===== src/rtl/dmem_resp_pkg.sv =====
// dmem_resp_pkg: shared constants and the FSM state encoding for the
// dmem_responder slice.
package dmem_resp_pkg;

  localparam int WORD_W    = 32;
  localparam int DEPTH_DEF = 64;
  localparam int LAT_DEF   = 2;

  typedef enum logic [1:0] {
    IDLE = 2'b00,
    WAIT = 2'b01,
    RESP = 2'b10
  } state_t;

endpackage


===== src/rtl/dmem_resp_if.sv =====
// dmem_resp_if: request/response handshake between an initiator (master)
// and the data-memory responder (slave).
//   req_valid/req_ready/req_write/req_addr/req_wdata : request channel
//   resp_valid/resp_ready/resp_rdata/resp_err        : response channel
interface dmem_resp_if;
  import dmem_resp_pkg::*;

  logic              req_valid;
  logic              req_ready;
  logic              req_write;
  logic [31:0]       req_addr;
  logic [WORD_W-1:0] req_wdata;
  logic              resp_valid;
  logic              resp_ready;
  logic [WORD_W-1:0] resp_rdata;
  logic              resp_err;

  modport master (
    output req_valid, req_write, req_addr, req_wdata, resp_ready,
    input  req_ready, resp_valid, resp_rdata, resp_err
  );

  modport slave (
    input  req_valid, req_write, req_addr, req_wdata, resp_ready,
    output req_ready, resp_valid, resp_rdata, resp_err
  );
endinterface


===== src/rtl/dmem_resp_array.sv =====
// dmem_resp_array: word storage for dmem_responder.
//   clock, reset : clock, asynchronous active-high clear of every word
//   we/waddr/wdata : synchronous write port
//   raddr/rdata    : combinational read port (sampled by the owner)
module dmem_resp_array
  import dmem_resp_pkg::*;
#(
  parameter int DEPTH = DEPTH_DEF,
  parameter int AW    = $clog2(DEPTH)
) (
  input  logic              clock,
  input  logic              reset,
  input  logic              we,
  input  logic [AW-1:0]     waddr,
  input  logic [WORD_W-1:0] wdata,
  input  logic [AW-1:0]     raddr,
  output logic [WORD_W-1:0] rdata
);

  logic [WORD_W-1:0] mem [DEPTH];

  always_ff @(posedge clock or posedge reset) begin
    if (reset) begin
      for (int i = 0; i < DEPTH; i++) mem[i] <= '0;
    end else if (we) begin
      mem[waddr] <= wdata;
    end
  end

  assign rdata = mem[raddr];

endmodule


===== src/rtl/dmem_responder.sv =====
// dmem_responder: single-outstanding data-memory responder with a fixed
// response latency.
//   clock, reset : clock, asynchronous active-high reset
//   bus          : dmem_resp_if.slave (request + response channels)
// Stores commit on the acceptance edge; loads sample the array on that same
// edge, so the response only waits out LATENCY.
// Optional feature: define DMEM_RESP_ALIGN_CHECK_EN to reject requests whose
// byte address is not word aligned (no store, resp_err=1, resp_rdata=0).
module dmem_responder
  import dmem_resp_pkg::*;
#(
  parameter int DEPTH_WORDS = DEPTH_DEF,
  parameter int LATENCY     = LAT_DEF
) (
  input  logic         clock,
  input  logic         reset,
  dmem_resp_if.slave   bus
);

  localparam int IW = $clog2(DEPTH_WORDS);
  // WAIT lasts LATENCY-1 cycles; counter counts down to 0 before RESP.
  localparam logic [3:0] CNT_LOAD = 4'((LATENCY > 1) ? (LATENCY - 2) : 0);

  state_t            state, state_n;
  logic [3:0]        cnt, cnt_n;
  logic [IW-1:0]     idx;
  logic              misalign;
  logic              accept;
  logic              we;
  logic [WORD_W-1:0] rd_word;
  logic [WORD_W-1:0] rdata_q;
  logic              err_q;

  // Upper address bits are dropped so addresses wrap modulo 4*DEPTH_WORDS.
  assign idx = bus.req_addr[IW+1:2];

`ifdef DMEM_RESP_ALIGN_CHECK_EN
  logic unused_addr;
  assign misalign    = |bus.req_addr[1:0];
  assign unused_addr = ^bus.req_addr[31:IW+2];
`else
  logic unused_addr;
  assign misalign    = 1'b0;
  assign unused_addr = ^{bus.req_addr[31:IW+2], bus.req_addr[1:0]};
`endif

  assign accept = (state == IDLE) && bus.req_valid;
  assign we     = accept && bus.req_write && !misalign;

  dmem_resp_array #(.DEPTH(DEPTH_WORDS), .AW(IW)) u_array (
    .clock (clock),
    .reset (reset),
    .we    (we),
    .waddr (idx),
    .wdata (bus.req_wdata),
    .raddr (idx),
    .rdata (rd_word)
  );

  always_ff @(posedge clock or posedge reset) begin
    if (reset) begin
      state <= IDLE;
      cnt   <= '0;
    end else begin
      state <= state_n;
      cnt   <= cnt_n;
    end
  end

  always_comb begin
    state_n = state;
    cnt_n   = cnt;
    case (state)
      IDLE: if (accept) begin
        if (LATENCY == 1) begin
          state_n = RESP;
        end else begin
          state_n = WAIT;
          cnt_n   = CNT_LOAD;
        end
      end
      WAIT: if (cnt == '0) state_n = RESP;
            else           cnt_n   = cnt - 4'd1;
      RESP: if (bus.resp_ready) state_n = IDLE;
      default: state_n = IDLE;
    endcase
  end

  // Response payload is frozen at acceptance, which keeps it stable under
  // backpressure. Stores and rejected requests return zero data.
  always_ff @(posedge clock or posedge reset) begin
    if (reset) begin
      rdata_q <= '0;
      err_q   <= 1'b0;
    end else if (accept) begin
      rdata_q <= (bus.req_write || misalign) ? '0 : rd_word;
      err_q   <= misalign;
    end
  end

  assign bus.req_ready  = (state == IDLE);
  assign bus.resp_valid = (state == RESP);
  assign bus.resp_rdata = (state == RESP) ? rdata_q : '0;
  assign bus.resp_err   = (state == RESP) && err_q;

endmodule


===== src/flat_wrapper.sv =====
// flat-port wrapper written by rule: the top's interface ports become plain ports
module dmem_responder_flat import dmem_resp_pkg::*;
#(
  parameter int DEPTH_WORDS = DEPTH_DEF,
  parameter int LATENCY     = LAT_DEF
)
  (clock, reset, bus_req_valid, bus_req_write, bus_req_addr, bus_req_wdata, bus_resp_ready, bus_req_ready, bus_resp_valid, bus_resp_rdata, bus_resp_err);
  dmem_resp_if bus_i ();
  input  logic clock;
  input  logic reset;
  input wire logic [$bits(bus_i.req_valid)-1:0] bus_req_valid;
  input wire logic [$bits(bus_i.req_write)-1:0] bus_req_write;
  input wire logic [$bits(bus_i.req_addr)-1:0] bus_req_addr;
  input wire logic [$bits(bus_i.req_wdata)-1:0] bus_req_wdata;
  input wire logic [$bits(bus_i.resp_ready)-1:0] bus_resp_ready;
  output wire logic [$bits(bus_i.req_ready)-1:0] bus_req_ready;
  output wire logic [$bits(bus_i.resp_valid)-1:0] bus_resp_valid;
  output wire logic [$bits(bus_i.resp_rdata)-1:0] bus_resp_rdata;
  output wire logic [$bits(bus_i.resp_err)-1:0] bus_resp_err;
  assign bus_i.req_valid = bus_req_valid;
  assign bus_i.req_write = bus_req_write;
  assign bus_i.req_addr = bus_req_addr;
  assign bus_i.req_wdata = bus_req_wdata;
  assign bus_i.resp_ready = bus_resp_ready;
  assign bus_req_ready = bus_i.req_ready;
  assign bus_resp_valid = bus_i.resp_valid;
  assign bus_resp_rdata = bus_i.resp_rdata;
  assign bus_resp_err = bus_i.resp_err;
  dmem_responder #(.DEPTH_WORDS(DEPTH_WORDS), .LATENCY(LATENCY)) u_core (.clock(clock), .reset(reset), .bus(bus_i));
endmodule

===== config.mk =====
export PLATFORM = sky130hd
export DESIGN_NAME = dmem_responder_flat
export DESIGN_NICKNAME = d
export VERILOG_FILES = /design/src/rtl/dmem_resp_pkg.sv /design/src/rtl/dmem_resp_if.sv /design/src/rtl/dmem_resp_array.sv /design/src/rtl/dmem_responder.sv /design/src/flat_wrapper.sv
export SDC_FILE = /design/constraint.sdc
export NUM_CORES = 2
export LEC_CHECK = 0
export CORE_ASPECT_RATIO = 1.4
export CORE_MARGIN = 2
export CORE_UTILIZATION = 55
export CTS_BUF_LIST = sky130_fd_sc_hd__clkbuf_8
export DETAILED_ROUTE_END_ITERATION = 8
export PLACE_DENSITY = 0.71
export SKIP_LAST_GASP = 1
export SYNTH_ARGS = -nofsm -noshare
export SYNTH_HDL_FRONTEND = slang
export SYNTH_SLANG_ARGS = --single-unit
export TNS_END_PERCENT = 100

===== constraint.sdc =====
create_clock -name clock -period 104.2 [get_ports clock]
set_input_delay 20.84 -clock clock [delete_from_list [all_inputs] [get_ports clock]]
set_output_delay 20.84 -clock clock [all_outputs]
set_load 0.005 [all_outputs]

# Yosys cells after proc, flatten, opt, wreduce, memory -nomap -nowiden
# Index checks and enable logic that the tools add are counted.
word_totals:
  ff_bits: 2086
  latch_bits: 0
  ram_bits: 0
  rom_bits: 0
  inputBits: 69
  out_inout_bits: 35
  wordCells: 100
  memories: 0
classes:
  n_addsub: 1
  multipliers: 0
  n_div: 0
  order_cmp: 2
  n_eq_ne: 6
  shifts: 0
  muxes: 15
  n_bitwise: 1
  reduce_logical: 8
op_table:
  columns: ["op", "count"]
  rows:
  - ["$bwmux W2048", 1]
  - ["$bmux W32 S6", 1]
  - ["$demux W32 S6", 1]
  - ["$mux W32", 5]
  - ["$mux W4", 2]
  - ["$pmux W4 S2", 1]
  - ["$ge A7 B7 Y1 const B", 1]
  - ["$lt A7 B1 Y1 const B", 1]
  - ["$not A6 Y7", 1]
  - ["$mux W2", 3]
  - ["$pmux W2 S3", 1]
  - ["$reduce_and A3 Y1", 2]
  - ["$logic_not A4 Y1", 1]
  - ["$ne A2 B1 Y1 const B", 2]
  - ["$ne A2 B2 Y1 const B", 2]
  - ["$sub A4 B1 Y4 const B", 1]
  - ["$logic_and A1 B1 Y1", 3]
  - ["$eq A2 B1 Y1 const B", 1]
  - ["$eq A2 B2 Y1 const B", 1]
  - ["$logic_not A2 Y1", 1]
  - ["$reduce_bool A2 Y1", 1]

# Longest topological paths before layout
logic_depth:
  word_depth: 6
  depth_mapped: 10
  depth_no_buf: 6

# By module
# A second synthesis with hierarchy kept.
hier_totals:
  hier_cells: 5874
  area_unflattened_um2: 94579.5
modules_own_cells:
  columns: ["module", "n_inst", "cells_each", "area_each_um2"]
  rows:
  - ["dmem_resp_array", 1, 5659, 92703.9]
  - ["dmem_responder", 1, 215, 1875.5]

# Worst setup path after synthesis
# Ideal clock, no wire load.
synth_timing:
  path_kind: "in2reg"
  start: "in bus_req_addr[2]"
  end: "reg u_core.rdata_q[13]"
  arrival_time_ns: 22.586
  t_required_ns: 104.067
  path_slack_ns: 81.481
  stages: 10
  path_cell_list: "clkbuf_1 buf_2 buf_2 clkbuf_1 mux2i_1 o22ai_1 o21ai_0 o21ai_0 nor3_1 o21ai_0"
synth_via:
  elab_chain_cells: 5
synth_rtl:
  columns: ["item", "line", "rtl"]
  rows:
  - ["from (decl)", "flat_wrapper.sv:13", "input wire logic [$bits(bus_i.req_addr)-1:0] bus_req_addr;"]
  - ["$not A6 Y7 (implied by the code)", "dmem_resp_array.sv:30", "assign rdata = mem[raddr];"]
  - ["$bmux W32 S6", "dmem_resp_array.sv:30", null]
  - ["$mux W32 (implied by the code) (2 in a row)", "dmem_resp_array.sv:30", null]
  - ["$mux W32", "dmem_responder.sv:96", "rdata_q <= (bus.req_write || misalign) ? '0 : rd_word;"]
  - ["to (signal assigned)", "dmem_responder.sv:96", null]
  - ["to (decl)", "dmem_responder.sv:31", "logic [WORD_W-1:0] rdata_q;"]
# No other way between the ends. The select of a mux whose other input is x is not followed.
# A chain may end at the register's enable or synchronous reset.

==> flow_summary_export.csv <==
group,metric,value,unit
synth,synth_top_cell_by_area,"dfrtp_1",
synth,synth.cell_area,95260,µm²
route,dr.pass1.iters,5,
synth,syn_nets,7002,
grt,antenna_found_initial,10,
critical_path,critPathArrivalTime,27130,ps
critical_path,start_kind,"primary input",
placement,portBuffers,76,
cts,clockBufferDepth,4,
cts,cts_buffers,326,
route,drtIter0Drc,3920,
cts,cts.sinks,2086,
critical_path,path_common_cell,"buf_4",
cts,cts_resized,0,
grt,grt_pass1_vias,61810,
floorplan,die_h,496.4,µm
synth,synth_edf_count,0,
finish,syn_to_final_growth,8.297,%
critical_path,critical_path.startpoint,"reset",
pwr,pwr-share-seq,0.523,
route,ant_nets,0,
floorplan,die_w,355.7,µm
timing,min_period,26150,ps
synth,post_synth_num_cell_types,37,
finish,nets,6865,
pwr,clock_power_share,0.368,
finish,layout-drive-gt1-share,0.4023,
hold_path,hold_class,"reg -> reg",
grt,track_usage,0.2780,
critical_path,crit_required,105170,ps
floorplan,initial_utilization,0.5543,
synth,synth_area_leaders,"dfrtp_1, mux2_2, mux2i_1",
critical_path,reg2reg_slack,99860,ps
pwr,p_comb_frac,0.109,
critical_path,r2r_cells,8,
finish,regArea,52200,µm²
finish,fin_area,103200,µm²
critical_path,path_delay_family,"buffers and inverters",
synth,synth_seq_area_share,0.5480,
floorplan,io_pins,104,
timing,fin_skew,51.81,ps
critical_path,r2r_start,"u_core.state[0]",
placement,gp_congestion,0.8128,
floorplan,rows,180,
timing,rsz0062_at_grt,"false",
hold_path,min-delay-start,"u_core.rdata_q[28]",
synth,synthArstFlopShare,1.000,
timing,timing.fmax,38.23,MHz
route,vias_per_cell,6.233,
timing,report.final.slew_viol_count,0,
synth,ys_ff_latch,2086,
outcome,status,"complete, no violations",
critical_path,critPathSlowestCell,"buf_4",
synth,synth_top_area_share,0.5480,
floorplan,die-area,176600,µm²
cts,clk_pin_slew,60,ps
critical_path,path_class,"in -> async",
pwr,powerDensity,16.96,nW/µm²
pwr,finalPower,1.750,mW
placement,hpwl,140300,µm
route,detail_route.wl_per_cell,26.37,µm
timing,tightestPinTransition,1310,ps
grt,grt_max_degree,201,
timing,slew_headroom,0.1232,
synth,yosys_warnings,0,
route,vias,57730,
timing,final-setup-viol-count,0,
cts,htreeDepth,5,
cts,ctsHoldBuffers,0,
hold_path,hold_path_end,"u_core.rdata_q[28]",
pwr,p_switching,443.8,µW
hold_path,hold_path_depth,2,
timing,tns,0,ps
timing,fin_crit_sh,0.2510,
critical_path,cp-end-kind,"asynchronous set/reset pin",
pwr,internal_power,1.306,mW
pwr,swShare,0.2537,
critical_path,cp_cell_sequence,"clkdlybuf4s50_1 -> inv_8 -> buf_4 -> buf_4 -> buf_4 -> buf_4 -> buf_4 -> buf_4",
finish,multiInputGateArea,40390,µm²
cts,clk_latency,1050,ps
critical_path,path_max_fanout,120,
critical_path,slowest_delay,910,ps
route,drc,0,
critical_path,crit_buf_inv,8,
critical_path,reg2reg_to,"u_core.u_array.mem[818]",
route,routed_wl,244200,µm
placement,post_dp_cell_area,97240,µm²
floorplan,core,171800,µm²
cts,tritoncts,"done",
timing,hold_viol,0,
cts,cts-root-buf,"clkbuf_8",
synth,synthCells,6932,
pwr,ir_worst_vdd,0.00001273,V
finish,fillers,13500,
run,maxCapViolCount,0,
grt,grt_pass1_wl,373400,µm
cts,post_cts_buffers,0,
synth,syn_area_per_cell,13.74,µm²
pwr,p_leak,52.09,nW
grt,grt.overflow.total,0,
synth,dominantRegCellSynth,"dfrtp_1",
-- sequential cells by signal, summed over array words and instances, names as in the netlist --
| signal | cells |
|---|---|
| u_core.cnt | 4 |
| u_core.state | 2 |
| u_core.u_array.mem | 2048 |
| u_core.rdata_q | 32 |
-- logic make-up (layout without fill, tap and decap cells) --
logic type               after synthesis  after routing  share of synthesized area
flip-flops                          2086           2086                     0.5480
multiplexers                        3039           3039                     0.3512
other                                  1              4                 0.00003937
buffers and inverters                688            740                    0.03213
adder cells (fa/ha/maj)                1              1                  0.0001313
AO/OA/AOI/OAI                        613            613                    0.04293
AND/OR/NAND/NOR                      504            504                    0.02552
-- area by class of cell --
cell class	count	share of cell area
Tap cell	2275	0.02759
Antenna cell	3	0.00007277
Timing Repair Buffer	218	0.01720
Clock buffer	388	0.05177
Inverter	5	0.0002547
Multi-Input combinational cell	4158	0.3916
Sequential cell	2086	0.5060
Clock inverter	129	0.005531
-- synthesized netlist by cell type, drive strengths merged, types with 2 or more instances --
cell	instances
mux2	2109
dfrtp	2086
mux2i	898
a22oi	354
buf	349
clkbuf	334
nand3	194
nand2	137
o21ai	125
o22ai	96
nor2	45
and2	36
nand4	34
a21oi	33
mux4	32
nor3	32
nor2b	6
inv	5
nand2b	4
nor3b	3
or3	3
a211oi	2
nand3b	2
or2	2
-- how the worst max path moves through the flow --
stage | slack [ps] | cells past startpoint | end
6_report | 78050 | 8 | u_core.cnt[1]
5_1_grt | 77080 | 8 | u_core.u_array.mem[1126]
4_1_cts | 77870 | 8 | u_core.u_array.mem[1092]
3_5_place_dp | 76740 | 8 | u_core.u_array.mem[101]
3_3_place_gp | 76930 | 8 | u_core.cnt[0]
2_1_floorplan | 24430 | 1 | u_core.cnt[0]
-- worst register-to-register path: cells and delay by family (launching register included) --
| kind | cells | cell delay (ps) |
|---|---|---|
| buf+inv | 2 | 800 |
| flops | 1 | 460 |
| mux | 1 | 410 |
| simple gates | 5 | 2570 |
-- metal layers --
metal  GRT usage  routed length (µm)  vias up
li1            -                   -    24850
met1      0.3612              103200    30830
met2      0.4735              121100     1533
met3     0.04477               12320      506
met4     0.09722                7588       12
met5           0                  71        -
-- power by group through the flow --
stage / clock network, mW / registers [mW] / logic [mW]
floorplan: 0 / 0.924 / 0.144
global placement: 0 / 0.924 / 0.185
detailed placement: 0 / 0.929 / 0.191
CTS: 0.658 / 0.914 / 0.192
global route: 0.693 / 0.923 / 0.208
finish: 0.644 / 0.915 / 0.190
-- placed cells by master, fill, tap and decap left out, types with 3 or more instances in the layout --
cell type        instances
a21oi_1                 33
a22oi_1                354
and2_1                  33
buf_12                   8
buf_2                   34
buf_4                  134
clkbuf_8               388
clkdlybuf4s50_1         41
clkinv_2                12
clkinvlp_4               5
dfrtp_1               2086
diode_2                  3
inv_1                  114
mux2_2                2109
mux2i_1                898
mux4_2                  32
nand2_1                103
nand2_2                 33
nand3_1                194
nand4_1                 34
nor2_1                  11
nor2_4                  34
nor2b_1                  3
nor2b_4                  3
nor3_1                  31
o21ai_0                125
o22ai_1                 96
or3_1                    3
-- per-stage QoR --
stage,worst slack (ps),util,hold slack [ps],std cells
floorplan,24430,-,441.8,6932
global placement,76930,0.5659,455.9,8742
detailed placement,76740,0.5659,463.3,8742
CTS,77870,0.6003,477.0,9259
global route,77080,0.6003,509.2,9260
finish,78050,0.6003,475.8,9262
(Power assumes the default switching activity.)
